$ cat config.mk
export PLATFORM = sky130hd
export DESIGN_NAME = wb_pwm_ctrl_flat
export DESIGN_NICKNAME = d
export VERILOG_FILES = /design/src/rtl/wb_pwm_ctrl_if.sv /design/src/rtl/wb_pwm_ctrl.sv /design/src/flat_wrapper.sv
export SDC_FILE = /design/constraint.sdc
export NUM_CORES = 1
export LEC_CHECK = 0
export BUFFER_PORTS_ARGS = -buffer_cell sky130_fd_sc_hd__clkbuf_2
export CAP_MARGIN = 20
export CORE_MARGIN = 1
export CORE_UTILIZATION = 47
export DETAILED_ROUTE_END_ITERATION = 10
export GPL_ROUTABILITY_DRIVEN = 0
export GPL_TIMING_DRIVEN = 0
export HOLD_SLACK_MARGIN = 0.12
export PLACE_DENSITY = 0.62
export SLEW_MARGIN = 20
export SYNTH_ARGS = -nofsm -noshare
export SYNTH_HDL_FRONTEND = slang
export SYNTH_SLANG_ARGS = --single-unit
$ cat constraint.sdc
create_clock -name WB_CLK -period 9.2 [get_ports WB_CLK]
set_input_delay 0 -clock WB_CLK [delete_from_list [all_inputs] [get_ports WB_CLK]]
set_output_delay 0 -clock WB_CLK [all_outputs]
set_load 0.01 [all_outputs]
$ cat src/rtl/wb_pwm_ctrl_if.sv
// Wishbone client bus bundle between the AHB-to-FPGA bridge and the PWM block.
interface wb_pwm_ctrl_if;
  logic [16:0] WBs_ADR;
  logic        WBs_CYC;
  logic [3:0]  WBs_BYTE_STB;
  logic        WBs_WE;
  logic        WBs_RD;
  logic        WBs_STB;
  logic [31:0] WBs_WR_DAT;
  logic [31:0] WBs_RD_DAT;
  logic        WBs_ACK;

  modport master (
    output WBs_ADR, WBs_CYC, WBs_BYTE_STB, WBs_WE, WBs_RD, WBs_STB, WBs_WR_DAT,
    input  WBs_RD_DAT, WBs_ACK
  );

  modport slave (
    input  WBs_ADR, WBs_CYC, WBs_BYTE_STB, WBs_WE, WBs_RD, WBs_STB, WBs_WR_DAT,
    output WBs_RD_DAT, WBs_ACK
  );
endinterface

$ cat src/rtl/wb_pwm_ctrl.sv
// Multi-channel PWM generator with a Wishbone register bank; period/duty are
// shadowed and only take effect at a period boundary or while disabled.
module wb_pwm_ctrl #(
  parameter int NUM_CH = 4,
  parameter int CNT_W  = 16
) (
  input  logic              WB_CLK,
  input  logic              WB_RST,
  wb_pwm_ctrl_if.slave      wbs,
  output logic [NUM_CH-1:0] pwm_o
);

  localparam logic [CNT_W-1:0] ONE = CNT_W'(1);

  logic              r_ack;
  logic [31:0]       r_rd_dat;
  logic [NUM_CH-1:0] r_en;
  logic [NUM_CH-1:0] r_pol;
  logic [NUM_CH-1:0] r_pend;
  logic [NUM_CH-1:0] r_pwm;
  logic [CNT_W-1:0]  r_per   [NUM_CH];
  logic [CNT_W-1:0]  r_dut   [NUM_CH];
  logic [CNT_W-1:0]  r_per_a [NUM_CH];
  logic [CNT_W-1:0]  r_dut_a [NUM_CH];
  logic [CNT_W-1:0]  r_cnt   [NUM_CH];

  logic              w_req;
  logic              w_wr;
  logic [1:0]        w_ch;
  logic [1:0]        w_off;
  logic [31:0]       w_rd_mux;
  logic [NUM_CH-1:0] w_last;
  logic [NUM_CH-1:0] w_load;
  logic [NUM_CH-1:0] w_active;
  logic              w_unused_bits;

  function automatic logic [CNT_W-1:0] merge_field(input logic [CNT_W-1:0] old_v,
                                                   input logic [31:0]      dat,
                                                   input logic [3:0]       be);
    logic [CNT_W-1:0] res;
    for (int b = 0; b < CNT_W; b++) res[b] = be[b/8] ? dat[b] : old_v[b];
    return res;
  endfunction

  assign w_ch  = wbs.WBs_ADR[5:4];
  assign w_off = wbs.WBs_ADR[3:2];
  // ACK is masked by CYC so a master that drops CYC aborts without a write.
  assign w_req = wbs.WBs_CYC & wbs.WBs_STB & ~r_ack;
  assign w_wr  = r_ack & wbs.WBs_CYC & wbs.WBs_WE;

  assign wbs.WBs_ACK    = r_ack & wbs.WBs_CYC;
  assign wbs.WBs_RD_DAT = (r_ack & wbs.WBs_CYC) ? r_rd_dat : 32'd0;
  assign pwm_o          = r_pwm;

  assign w_unused_bits = ^{wbs.WBs_RD, wbs.WBs_ADR[16:6], wbs.WBs_ADR[1:0], wbs.WBs_WR_DAT};

  always_comb begin
    w_rd_mux = 32'd0;
    for (int n = 0; n < NUM_CH; n++) begin
      if (w_ch == 2'(n)) begin
        case (w_off)
          2'd0: w_rd_mux = {30'd0, r_pol[n], r_en[n]};
          2'd1: w_rd_mux[CNT_W-1:0] = r_per[n];
          2'd2: w_rd_mux[CNT_W-1:0] = r_dut[n];
          default: begin
            w_rd_mux[CNT_W-1:0] = r_cnt[n];
            w_rd_mux[16]        = r_pend[n];
          end
        endcase
      end
    end
  end

  always_comb begin
    w_last   = '0;
    w_load   = '0;
    w_active = '0;
    for (int n = 0; n < NUM_CH; n++) begin
      // With PER_A=0 this compare never matches, so the shadow stays frozen until EN drops.
      w_last[n]   = (r_cnt[n] == r_per_a[n] - ONE);
      w_load[n]   = ~r_en[n] | w_last[n];
      w_active[n] = r_en[n] & (r_per_a[n] != '0) & (r_cnt[n] < r_dut_a[n]);
    end
  end

  always_ff @(posedge WB_CLK) begin
    if (WB_RST) begin
      r_ack    <= 1'b0;
      r_rd_dat <= 32'd0;
    end else begin
      r_ack    <= w_req;
      r_rd_dat <= (w_req & ~wbs.WBs_WE) ? w_rd_mux : 32'd0;
    end
  end

  always_ff @(posedge WB_CLK) begin
    if (WB_RST) begin
      r_en   <= '0;
      r_pol  <= '0;
      r_pend <= '0;
      r_pwm  <= '0;
      for (int n = 0; n < NUM_CH; n++) begin
        r_per[n]   <= '0;
        r_dut[n]   <= '0;
        r_per_a[n] <= '0;
        r_dut_a[n] <= '0;
        r_cnt[n]   <= '0;
      end
    end else begin
      for (int n = 0; n < NUM_CH; n++) begin
        // Shadow load samples the CPU copy before this edge's write lands.
        if (w_load[n]) begin
          r_per_a[n] <= r_per[n];
          r_dut_a[n] <= r_dut[n];
        end

        if (~r_en[n] || (r_per_a[n] == '0) || w_last[n]) r_cnt[n] <= '0;
        else                                                r_cnt[n] <= r_cnt[n] + ONE;

        r_pwm[n] <= w_active[n] ^ r_pol[n];

        if (w_wr && (w_ch == 2'(n)) && ((w_off == 2'd1) || (w_off == 2'd2))) r_pend[n] <= 1'b1;
        else if (w_load[n])                                                  r_pend[n] <= 1'b0;

        if (w_wr && (w_ch == 2'(n))) begin
          case (w_off)
            2'd0: begin
              if (wbs.WBs_BYTE_STB[0]) begin
                r_en[n]  <= wbs.WBs_WR_DAT[0];
                r_pol[n] <= wbs.WBs_WR_DAT[1];
              end
            end
            2'd1: r_per[n] <= merge_field(r_per[n], wbs.WBs_WR_DAT, wbs.WBs_BYTE_STB);
            2'd2: r_dut[n] <= merge_field(r_dut[n], wbs.WBs_WR_DAT, wbs.WBs_BYTE_STB);
            default: ;
          endcase
        end
      end
    end
  end

endmodule

$ cat src/flat_wrapper.sv
// flat-port wrapper written by rule: the top's interface ports become plain ports
module wb_pwm_ctrl_flat 
#(
  parameter int NUM_CH = 4,
  parameter int CNT_W  = 16
)
  (WB_CLK, WB_RST, pwm_o, wbs_WBs_ADR, wbs_WBs_CYC, wbs_WBs_BYTE_STB, wbs_WBs_WE, wbs_WBs_RD, wbs_WBs_STB, wbs_WBs_WR_DAT, wbs_WBs_RD_DAT, wbs_WBs_ACK);
  wb_pwm_ctrl_if wbs_i ();
  input  logic WB_CLK;
  input  logic WB_RST;
  output logic [NUM_CH-1:0] pwm_o;
  input wire logic [$bits(wbs_i.WBs_ADR)-1:0] wbs_WBs_ADR;
  input wire logic [$bits(wbs_i.WBs_CYC)-1:0] wbs_WBs_CYC;
  input wire logic [$bits(wbs_i.WBs_BYTE_STB)-1:0] wbs_WBs_BYTE_STB;
  input wire logic [$bits(wbs_i.WBs_WE)-1:0] wbs_WBs_WE;
  input wire logic [$bits(wbs_i.WBs_RD)-1:0] wbs_WBs_RD;
  input wire logic [$bits(wbs_i.WBs_STB)-1:0] wbs_WBs_STB;
  input wire logic [$bits(wbs_i.WBs_WR_DAT)-1:0] wbs_WBs_WR_DAT;
  output wire logic [$bits(wbs_i.WBs_RD_DAT)-1:0] wbs_WBs_RD_DAT;
  output wire logic [$bits(wbs_i.WBs_ACK)-1:0] wbs_WBs_ACK;
  assign wbs_i.WBs_ADR = wbs_WBs_ADR;
  assign wbs_i.WBs_CYC = wbs_WBs_CYC;
  assign wbs_i.WBs_BYTE_STB = wbs_WBs_BYTE_STB;
  assign wbs_i.WBs_WE = wbs_WBs_WE;
  assign wbs_i.WBs_RD = wbs_WBs_RD;
  assign wbs_i.WBs_STB = wbs_WBs_STB;
  assign wbs_i.WBs_WR_DAT = wbs_WBs_WR_DAT;
  assign wbs_WBs_RD_DAT = wbs_i.WBs_RD_DAT;
  assign wbs_WBs_ACK = wbs_i.WBs_ACK;
  wb_pwm_ctrl #(.NUM_CH(NUM_CH), .CNT_W(CNT_W)) u_core (.WB_CLK(WB_CLK), .WB_RST(WB_RST), .wbs(wbs_i), .pwm_o(pwm_o));
endmodule
# [Yosys cells after proc, flatten, opt, wreduce, memory -nomap -nowiden]
# Memories as Yosys holds them, arrays and structs flattened.
# Index checks and enable logic that the tools add are counted.
[totals] word_cells=370 out_inout_bits=37 reg_bits=49 memories=5 ramBits=320
[classes] magnitude_cmp=4 addsub=8 reduce_logical=38 mux=239 n_eq_ne=9 bitwise=52
[memory_table] name="u_core.r_cnt" words=4 word_bits=16 rd=4 rd_clocked_by_memory_dff=0 wr=4 line="wb_pwm_ctrl.sv:25" text="logic [CNT_W-1:0] r_cnt [NUM_CH];"
[memory_table] name="u_core.r_dut" words=4 word_bits=16 rd=4 rd_clocked_by_memory_dff=0 wr=4 line="wb_pwm_ctrl.sv:22" text="logic [CNT_W-1:0] r_dut [NUM_CH];"
[memory_table] name="u_core.r_dut_a" words=4 word_bits=16 rd=4 rd_clocked_by_memory_dff=0 wr=4 line="wb_pwm_ctrl.sv:24" text="logic [CNT_W-1:0] r_dut_a [NUM_CH];"
[memory_table] name="u_core.r_per" words=4 word_bits=16 rd=4 rd_clocked_by_memory_dff=0 wr=4 line="wb_pwm_ctrl.sv:21" text="logic [CNT_W-1:0] r_per [NUM_CH];"
[memory_table] name="u_core.r_per_a" words=4 word_bits=16 rd=4 rd_clocked_by_memory_dff=0 wr=4 line="wb_pwm_ctrl.sv:23" text="logic [CNT_W-1:0] r_per_a [NUM_CH];"
[op_table] operator="2-to-1 mux 16 bit" n=24
[op_table] operator="2-to-1 mux 1 bit" n=201
[op_table] operator="case mux 16 bit (3 select lines)" n=4
[op_table] operator="2-to-1 mux 32 bit" n=4
[op_table] operator="adder 16 x 1 -> 16 bit (second input constant)" n=4
[op_table] operator="equality test 16 bit" n=4
[op_table] operator="zero test 16 bit" n=4
[op_table] operator="less-than comparator 16 bit" n=4
[op_table] operator="nonzero test 16 bit" n=4
[op_table] operator="subtractor 16 x 1 -> 16 bit (second input constant)" n=4
[op_table] operator="2-to-1 mux 15 bit" n=2
[op_table] operator="bitwise OR 1 bit" n=28
[op_table] operator="2-to-1 mux 17 bit" n=1
[op_table] operator="bitwise AND 1 bit" n=13
[op_table] operator="AND reduction 3 bit" n=4
[op_table] operator="logical OR 1 bit" n=9
[op_table] operator="logical AND 1 bit" n=8
[op_table] operator="nonzero test 2 bit" n=4
[op_table] operator="inverter 1 bit" n=7
[op_table] operator="equality test 2 bit (second input constant)" n=3
[op_table] operator="case mux 1 bit (2 select lines)" n=3
[op_table] operator="equality test 2 x 1 -> 1 bit (second input constant)" n=2
[op_table] operator="zero test 2 bit" n=2
[op_table] operator="OR reduction 2 bit" n=2
[op_table] operator="other kinds (2)" n=5

# [Depth between registers and ports, before layout]
# Gate-level depths: netlist of the first run.
[logic_depth] word_depth=10 mapped_depth=12 mapped_depth_nobuf=9

# [Least setup slack after synthesis of the first run]
# OpenSTA, ideal clock, no wires.
[synth_timing] path_kind="flip-flop to flip-flop" from="mem u_core.r_per_a[0][3]" to="mem u_core.r_dut_a[0][0] (enable)" slack_ns=5.638 period_less_slack_ns=3.562 stages_incl_launch_ff=8 setup_ns=0.395 arrival_time_ns=3.167 cell_sequence="edfxtp_1 -> buf_6 -> or4_4 -> or3_1 -> a2111oi_2 -> o2111ai_1 -> o41ai_4 -> nand2b_1"
[synth_rtl] element="from (decl)" line="wb_pwm_ctrl.sv:23"
[synth_rtl] element="to (decl)" line="wb_pwm_ctrl.sv:24"

==> results.json, run 1 <==
{
  "port_buffers": 45,
  "layout_setup_ws_ps": 5070,
  "synthToLayoutAreaGrowth_pct": 14.0,
  "ys_seq_area_share_pct": 50.6,
  "ff2ff_path_depth": 9,
  "fin_util_pct": 54.8,
  "fp-row-count": 75,
  "ys_seq_elements": 354,
  "synth_edf_count": 320,
  "drc": 0,
  "synth.distinct_cells": 78,
  "min_path_cells": 3,
  "path_cells": "inv_1, ha_1, nor3b_1, a21oi_1, a2111oi_0, nand4_1, or4b_1, nor3_2, or2_2",
  "drv_slew": 0,
  "wirelength_um": 61000,
  "dp_slack_ps": 5090,
  "setup_viol": 0,
  "fin_crit_sh_pct": 44.9,
  "endpoint_kind": "register",
  "finalHoldViolations": 0,
  "grt_pass1_wl_um": 90700,
  "die_h_um": 210,
  "cp_max_fo": 32,
  "routed-via-count": 16040,
  "drive_gt1_share_pct": 8.54,
  "cp-start-kind": "register",
  "synth_area_per_cell_sq_um": 10.6,
  "fin_worst_skew_ps": 11.3,
  "fin_cells": 2722,
  "synth.cell_area_sq_um": 20300,
  "cts_root_buffer": "clkbuf_16",
  "period_needed_ps": 4130,
  "wire_per_inst_um": 22.4,
  "core_area_sq_um": 42300,
  "min_to": "u_core.r_dut[1][14]",
  "ys_warn_count": 0,
  "cp.arrival_ps": 4310,
  "synthArstFlopShare_pct": 0,
  "rsz0062_at_grt": "false",
  "ant_nets": 0,
  "hold_slack_ps": 297,
  "synth_cells": 1921,
  "cpPeakStageDelay_ps": 710,
  "worstMarginPinSlew_ps": 990,
  "timing.fmax_ghz": 0.242,
  "worst_r2r_endpoint": "u_core.r_per_a[0][44]",
  "finalNetCount": 2244,
  "grt.overflow.total": 0,
  "clk_pin_slew_ps": 60,
  "antenna_found_initial": 1,
  "die_x_um": 210,
  "ys.flop_type": "edfxtp_1",
  "drv_cap": 0,
  "tns_ps": 0,
  "clock_latency_ps": 560,
  "dpl.hpwl_um": 45500,
  "firstDrtPassIters": 7,
  "cts_sinks": 354,
  "io_pins": 96,
  "cts_tree": "done",
  "die_area_sq_um": 44100,
  "cts.path.max_buffers": 3,
  "cts-buffers-inserted": 40,
  "min-delay-start": "wbs_WBs_BYTE_STB[1]",
  "critPathKind": "register to register",
  "critPathRequiredTime_ps": 9380,
  "grt_start_max_net_pins": 33,
  "timing.rr.start": "u_core.r_per_a[0][32]",
  "grt_pass1_vias": 15247,
  "total_leakage_power_nw": 8.81,
  "dp.cells": 2621,
  "viasPerCell": 5.89,
  "outcome": "complete, no violations",
  "regToRegSetupSlack_ps": 5070,
  "track_usage_pct": 27.7,
  "p_per_area_nw_per_um2": 164,
  "relSlewSlack_pct": 33.5,
  "slowest_stage": "or2_2",
  "min_path_type": "input port to register",
  "initial_core_util_pct": 48.1,
  "cts_max_level": 2,
  "ir_drop_mv": 0.107,
  "first_iter_violations": 1580
}
stage by stage:
stage          cell area [sq um]  power (mW)
6_report                   23200        3.80
5_1_grt                    23200        3.90
4_1_cts                    23200        3.80
3_5_place_dp               21600        2.21
3_3_place_gp               21600        2.21
2_1_floorplan              20600        2.09
sequential cells by signal (all words and copies together) (netlist names):
| signal | cells |
|---|---|
| u_core.r_cnt | 64 |
| u_core.r_dut | 64 |
| u_core.r_dut_a | 64 |
| u_core.r_per | 64 |
| u_core.r_per_a | 64 |
| u_core.r_rd_dat | 17 |
| u_core.pwm_o | 4 |
| u_core.r_en | 4 |
| u_core.r_pend | 4 |
| u_core.r_pol | 4 |
| u_core.r_ack | 1 |
what timing repair did:
item,CTS,global route
hold endpoints to repair,130,0
buffers inserted,0,0
resized for setup,0,0
hold buffers,27,0
layout make-up:
class                           instances  area, sq um
Antenna cell                            2         5.00
Buffer                                146          656
Tap cell                              577          722
Clock buffer                           64         1230
Fill cell                            3700        19100
Sequential cell                       354        10300
Timing Repair Buffer                   73          523
Multi-Input combinational cell       1379         9250
Inverter                              119          447
Clock inverter                          8         63.8
routing by layer:
layer  vias up  global-route usage (%)  wire length (um)
li1       7397                       -                 -
met1      7769                    38.9             26500
met2       756                    42.2             26800
met3       118                    6.05              5690
met4         0                    9.87              2010
met5         -                       0                 0
placed cells by master (no fill, tap or decap), drive strengths merged, types with 19 or more instances in the layout:
| cell type | netlist | layout |
|---|---|---|
| dlygate4sd3 | 0 | 27 |
| o32ai | 34 | 34 |
| edfxtp | 320 | 320 |
| a22oi | 42 | 42 |
| xnor2 | 61 | 61 |
| nor3 | 54 | 54 |
| a211oi | 27 | 27 |
| buf | 41 | 42 |
| nor2 | 131 | 131 |
| inv | 119 | 119 |
| xor2 | 62 | 62 |
| nand4 | 27 | 27 |
| mux2 | 19 | 19 |
| ha | 72 | 72 |
| and3 | 93 | 93 |
| mux2i | 22 | 22 |
| nand3 | 78 | 78 |
| nor3b | 35 | 35 |
| nand2 | 83 | 83 |
| o21ai | 35 | 35 |
| a21oi | 39 | 39 |
| dfxtp | 34 | 34 |
| nand2b | 22 | 22 |
| conb | 2 | 79 |
| nor4 | 35 | 35 |
| clkbuf | 105 | 214 |
| and2 | 132 | 132 |
synth_stat cells, types with 22 or more instances:
cell	n	area, sq um
nor3_1	53	265
inv_1	119	447
nor4_1	33	206
edfxtp_1	320	9610
dfxtp_1	34	681
nor2_1	131	492
a22oi_1	42	315
and2_1	132	826
clkbuf_1	105	394
nand4_1	27	169
o32ai_1	34	298
a21oi_1	39	195
mux2i_1	22	220
ha_1	72	901
nand3_1	78	390
a211oi_1	27	203
nand2b_1	22	138
xor2_1	62	543
o21ai_0	34	170
nor3b_1	35	263
and3_1	93	582
nand2_1	83	312
xnor2_1	61	534
kinds of logic after synthesis:
kind of cell,count (synthesis),share of synthesized area (%)
AOI/OAI and AO/OA,303,11.1
xor gates and xnor gates,123,5.30
adders and majority gates,72,4.43
buffers and inverters,265,5.41
DFF,354,50.6
muxes,44,2.47
other,2,0.0369
and+or+nand+nor,758,20.6
where the power goes:
| group | switching [mW] | total (mW) | internal [mW] |
|---|---|---|---|
| Clock | 0.650 | 1.59 | 0.944 |
| Sequential | 0.0556 | 1.85 | 1.80 |
| Combinational | 0.224 | 0.351 | 0.127 |
| Total | 0.929 | 3.80 | 2.87 |
worst max-delay path: cells and delay by family (launching register included):
family / cells / cell delay [ps]
and+or+nand+nor: 5 / 2480
AOI/OAI and AO/OA: 2 / 510
DFF: 1 / 470
buffers and inverters: 1 / 90
adders and majority gates: 1 / 190
how the worst max path moves through the flow:
stage	startpoint	end	slack, ps	cells after the start
floorplan	u_core.r_per_a[0][3]	u_core.r_dut_a[0][0]	5640	7
global placement	u_core.r_per_a[0][3]	u_core.r_per_a[0][0]	4940	7
detailed placement	u_core.r_per_a[0][32]	u_core.r_per_a[0][37]	5090	9
CTS	u_core.r_per_a[0][32]	u_core.r_per_a[0][41]	5080	9
global route	u_core.r_per_a[0][32]	u_core.r_per_a[0][45]	4720	9
finish	u_core.r_per_a[0][32]	u_core.r_per_a[0][44]	5070	9
No activity file was read; power rests on OpenSTA's default activity.
==> inputs of run 2 (changes only) <==
--- a/config.mk
+++ b/config.mk
@@ -13,7 +13,7 @@
 export GPL_ROUTABILITY_DRIVEN = 0
 export GPL_TIMING_DRIVEN = 0
 export HOLD_SLACK_MARGIN = 0.12
-export PLACE_DENSITY = 0.62
+export PLACE_DENSITY = 0.64
 export SLEW_MARGIN = 20
 export SYNTH_ARGS = -nofsm -noshare
 export SYNTH_HDL_FRONTEND = slang
==> constraint.sdc (replaced) <==
create_clock -name WB_CLK -period 3.6 [get_ports WB_CLK]
set_input_delay 0 -clock WB_CLK [delete_from_list [all_inputs] [get_ports WB_CLK]]
set_output_delay 0 -clock WB_CLK [all_outputs]
set_load 0.01 [all_outputs]
==> results.json, run 2 (same netlist as run 1, synthesis figures left out) <==
{
  "worst_r2r_endpoint": "u_core.r_per_a[0][2]",
  "grt_pass1_wl_um": 89200,
  "cts.path.max_buffers": 3,
  "cts_sinks": 354,
  "synthToLayoutAreaGrowth_pct": 14.8,
  "grt_start_max_net_pins": 33,
  "drc": 0,
  "cp.arrival_ps": 3670,
  "mostFrequentLayoutCells": "edfxtp_1, and2_1, nor2_1",
  "fp-row-count": 75,
  "relSlewSlack_pct": 21.8,
  "cts_tree": "done",
  "timing.fmax_ghz": 0.293,
  "timing.rr.start": "u_core.r_per_a[0][3]",
  "fin_cells": 2725,
  "ant_nets": 0,
  "wire_per_inst_um": 22.2,
  "min_path_type": "input port to register",
  "power.share.combinational_pct": 9.3,
  "min-delay-start": "wbs_WBs_BYTE_STB[1]",
  "use_met2_pct": 42.3,
  "fin_worst_skew_ps": 21.4,
  "ir_drop_mv": 0.253,
  "antenna_found_initial": 1,
  "critPathKind": "register to register",
  "tns_ps": 0,
  "cts-buffers-inserted": 40,
  "power_frac_clock_pct": 42.3,
  "met1_usage_pct": 37.7,
  "p_sw_share_pct": 24.5,
  "grt-busiest-layer": "met2",
  "clock_latency_ps": 570,
  "ff2ff_path_depth": 8,
  "critical_path.startpoint": "u_core.r_per_a[0][3]",
  "die_h_um": 210,
  "finalNetCount": 2251,
  "outcome": "complete, no violations",
  "port_buffers": 45,
  "endpoint_kind": "register",
  "p_switching_mw": 2.40,
  "track_usage_pct": 27.3,
  "p_per_area_nw_per_um2": 418,
  "period_needed_ps": 3420,
  "total_leakage_power_nw": 8.91,
  "cp-start-kind": "register",
  "cts_max_level": 2,
  "critPathRequiredTime_ps": 3860,
  "firstDrtPassIters": 6,
  "io_pins": 96,
  "grt_pass1_vias": 14948,
  "cp_max_fo": 22,
  "cts_root_buffer": "clkbuf_16",
  "initial_core_util_pct": 48.1,
  "clk_pin_slew_ps": 60,
  "dp.cells": 2621,
  "first_iter_violations": 1888,
  "core_area_sq_um": 42300,
  "drive_gt1_share_pct": 9.54,
  "p_seq_share_pct": 48.4,
  "drv_cap": 0,
  "routed-via-count": 16019,
  "setup_viol": 0,
  "wirelength_um": 60400,
  "use_met3_pct": 6.03,
  "antenna_cells": 0,
  "final_common_cell": "edfxtp_1",
  "fin_crit_sh_pct": 94.9,
  "fill_cells": 3671,
  "finalHoldViolations": 0,
  "viasPerCell": 5.88,
  "grt.overflow.total": 0,
  "die_x_um": 210,
  "regToRegSetupSlack_ps": 180,
  "drv_slew": 0,
  "p_int_mw": 7.37,
  "die_area_sq_um": 44100,
  "crit_end": "u_core.r_per_a[0][2]",
  "dpl.hpwl_um": 45200,
  "worstMarginPinSlew_ps": 1170
}
run 2: changes by cell type in the layout (fill, tap and decap cells not counted), moves of 2 or more:
cell and change:
diode_2 -2, clkinvlp_4 +2, bufinv_16 +2, clkbuf_8 -7, or2_4 +2, clkinv_2 +3
clkbuf_1 -10, buf_4 +5, clkbuf_2 +3
run 2: critical path: stages, from the launching register on:
cell and delay, ps:
edfxtp_1 370, buf_6 140, or4_4 540, or3_1 390, a2111oi_2 410, o2111ai_1 230
o41ai_4 480, nand2b_4 350, buf_16 200
run 2: final cells by class:
class	count	area (sq um)	share of cell area (%)
multi-input combinational	1381	9350	40.0
tap	577	722	3.09
inverter	119	447	1.91
timing repair buffer	78	561	2.40
sequential	354	10300	44.1
buffer	146	661	2.83
clock buffer	52	1140	4.89
clock inverter	18	173	0.740
run 2: worst min-delay path by stage:
stage / end / cells past startpoint
detailed placement: u_core.r_pol[3] / 3
finish: u_core.r_per[1][14] / 3
global route: u_core.r_pol[1] / 4
CTS: u_core.r_pol[1] / 4
floorplan: u_core.r_en[3] / 2
global placement: u_core.r_pol[3] / 3
run 2: timing repair:
action                                  4_1_cts  5_1_grt
setup buffers                                 0        5
resized for setup                             6       18
endpoints found under the setup margin      102      215
pin swaps                                     1        2
gates cloned                                  1        1
hold buffers                                 27        0
endpoints found under the hold margin       128        0
run 2: power by group through the flow:
| stage | registers, mW | logic (mW) | clock network, mW |
|---|---|---|---|
| after global placement | 4.81 | 0.825 | 0 |
| after CTS | 4.72 | 0.870 | 4.17 |
| after detailed placement | 4.81 | 0.845 | 0 |
| after floorplan | 4.74 | 0.588 | 0 |
| final | 4.73 | 0.905 | 4.13 |
| after global routing | 4.74 | 0.984 | 4.30 |
run 2: metal layers:
metal	up-vias	part of all wire, %
li1	7404	-
met1	7759	42
met2	736	44
met3	120	10
met4	0	3.2
met5	-	0
run 2: metrics by stage:
stage	power (mW)	instance area (sq um)	utilization (%)	worst slack, ps	hold slack [ps]
2_1_floorplan	5.33	20600	-	37.7	136
3_3_place_gp	5.63	21600	51.0	-672	315
3_5_place_dp	5.66	21600	51.1	-540	320
4_1_cts	9.76	23200	54.9	33.9	232
5_1_grt	10.0	23300	55.2	-9.26	287
6_report	9.76	23300	55.2	182	277
==> inputs of run 3 (changes only) <==
--- a/config.mk
+++ b/config.mk
@@ -13,7 +13,7 @@
 export GPL_ROUTABILITY_DRIVEN = 0
 export GPL_TIMING_DRIVEN = 0
 export HOLD_SLACK_MARGIN = 0.12
-export PLACE_DENSITY = 0.64
+export PLACE_DENSITY = 0.66
 export SLEW_MARGIN = 20
 export SYNTH_ARGS = -nofsm -noshare
 export SYNTH_HDL_FRONTEND = slang
==> results.json, run 3 (same netlist as run 1, synthesis figures left out) <==
{
  "critPathKind": "register to register",
  "track_usage_pct": 27.3,
  "firstDrtPassIters": 6,
  "fill_cells": 3768,
  "fin_cells": 2721,
  "synthToLayoutAreaGrowth_pct": 14.5,
  "cp.arrival_ps": 3810,
  "hold_slack_ps": 193,
  "fin_util_pct": 55.0,
  "clock_latency_ps": 560,
  "min_path_type": "input port to register",
  "grt_pass1_wl_um": 90000,
  "die_x_um": 210,
  "io_pins": 96,
  "cp_max_fo": 10,
  "timing.fmax_ghz": 0.284,
  "placed_cell_area_sq_um": 21600,
  "total_leakage_power_nw": 8.86,
  "fp-row-count": 75,
  "antenna_found_initial": 2,
  "cpPeakStageDelay_ps": 540,
  "outcome": "complete, no violations",
  "mostFrequentLayoutCells": "edfxtp_1, and2_1, nor2_1",
  "total_power_mw": 9.72,
  "worstMarginPinSlew_ps": 1100,
  "drv_slew": 0,
  "wirelength_um": 59800,
  "first_iter_violations": 2164,
  "clk_pin_slew_ps": 60,
  "finalHoldViolations": 0,
  "cts_root_buffer": "clkbuf_16",
  "cts.path.max_buffers": 3,
  "cts_max_level": 2,
  "dpl.hpwl_um": 44600,
  "p_per_area_nw_per_um2": 418,
  "relSlewSlack_pct": 26.4,
  "rsz0062_at_grt": "true",
  "cp-start-kind": "register",
  "setup_viol": 0,
  "finalNetCount": 2246,
  "path_cells": "inv_1, ha_1, nor3b_4, a21oi_1, a2111oi_0, nand4_1, or4b_1, or2_2, clkbuf_1, clkbuf_2, o32ai_1",
  "grt_pass1_vias": 15073,
  "grt_start_max_net_pins": 33,
  "post-route-cell-area_sq_um": 23300,
  "core_area_sq_um": 42300,
  "dp.cells": 2621,
  "critPathRequiredTime_ps": 3890,
  "cts-buffers-inserted": 39,
  "grt.overflow.total": 0,
  "antenna_cells": 0,
  "fin_crit_sh_pct": 97.8,
  "port_buffers": 45,
  "die_area_sq_um": 44100,
  "wire_per_inst_um": 22.0,
  "drive_gt1_share_pct": 9.00,
  "ir_drop_mv": 0.253,
  "routed-via-count": 16081,
  "slowest_stage": "or4b_1",
  "cts_sinks": 354,
  "final_common_cell": "edfxtp_1",
  "die_h_um": 210,
  "crit_family": "simple AND/OR/NAND/NOR gates",
  "path_buf_inv": 3,
  "endpoint_kind": "register",
  "period_needed_ps": 3520,
  "drv_cap": 0,
  "drc": 0,
  "initial_core_util_pct": 48.1,
  "viasPerCell": 5.91,
  "cts_tree": "done",
  "ant_nets": 0,
  "fin_worst_skew_ps": 16.4
}
-- run 3: timing repair --
item                                    CTS  global route
setup buffers                             0             3
pin swaps                                 1             1
endpoints found under the setup margin  102           199
gates cloned                              1             0
resized for setup                         6            13
hold buffers                             26             0
hold endpoints to repair                131             0
-- run 3: path summary, 6_finish.rpt --
| kind | startpoint | end | slack, ps | cells after the start |
|---|---|---|---|---|
| min | wbs_WBs_ADR[5] | u_core.r_pend[3] | 190 | 4 |
| max reg2reg | u_core.r_per_a[0][32] | u_core.r_per_a[0][42] | 80 | 11 |
| min reg2reg | u_core.r_pend[0] | u_core.r_pend[0] | 470 | 2 |
| max | u_core.r_per_a[0][32] | u_core.r_per_a[0][42] | 80 | 11 |
-- run 3: area by class of cell --
| cell class | count | area (sq um) | share of cell area [%] |
|---|---|---|---|
| buffer | 146 | 658 | 2.83 |
| clock buffer | 54 | 1170 | 5.02 |
| clock inverter | 16 | 145 | 0.623 |
| inverter | 119 | 447 | 1.92 |
| multi-input combinational | 1380 | 9320 | 40.0 |
| sequential | 354 | 10300 | 44.2 |
| tap | 577 | 722 | 3.10 |
| timing repair buffer | 75 | 536 | 2.30 |
-- run 3: power by group --
| group | internal (mW) | total [mW] | leakage (nW) | switching, mW |
|---|---|---|---|---|
| Combinational | 0.326 | 0.898 | 4.44 | 0.572 |
| Clock | 2.42 | 4.10 | 0.632 | 1.67 |
| Sequential | 4.59 | 4.73 | 3.79 | 0.141 |
-- run 3: metal layers --
metal,global-route usage [%],up-vias,routed length [um]
li1,-,7405,-
met1,37.7,7732,25200
met2,42.3,812,26300
met3,6.82,130,6380
met4,8.56,2,1920
met5,0,-,10
-- run 3: metrics by stage --
stage | setup WS (ps) | TNS [ps]
2_1_floorplan | 37.7 | 0
3_3_place_gp | -700 | -60140
3_5_place_dp | -444 | -26940
4_1_cts | 8.63 | 0
5_1_grt | -65.4 | -211
6_report | 80.0 | 0
-- run 3: worst min-delay path: stages --
cell and delay [ps]:
clkbuf_2 170, nand4_1 240, nor2_1 80, a31o_2 210
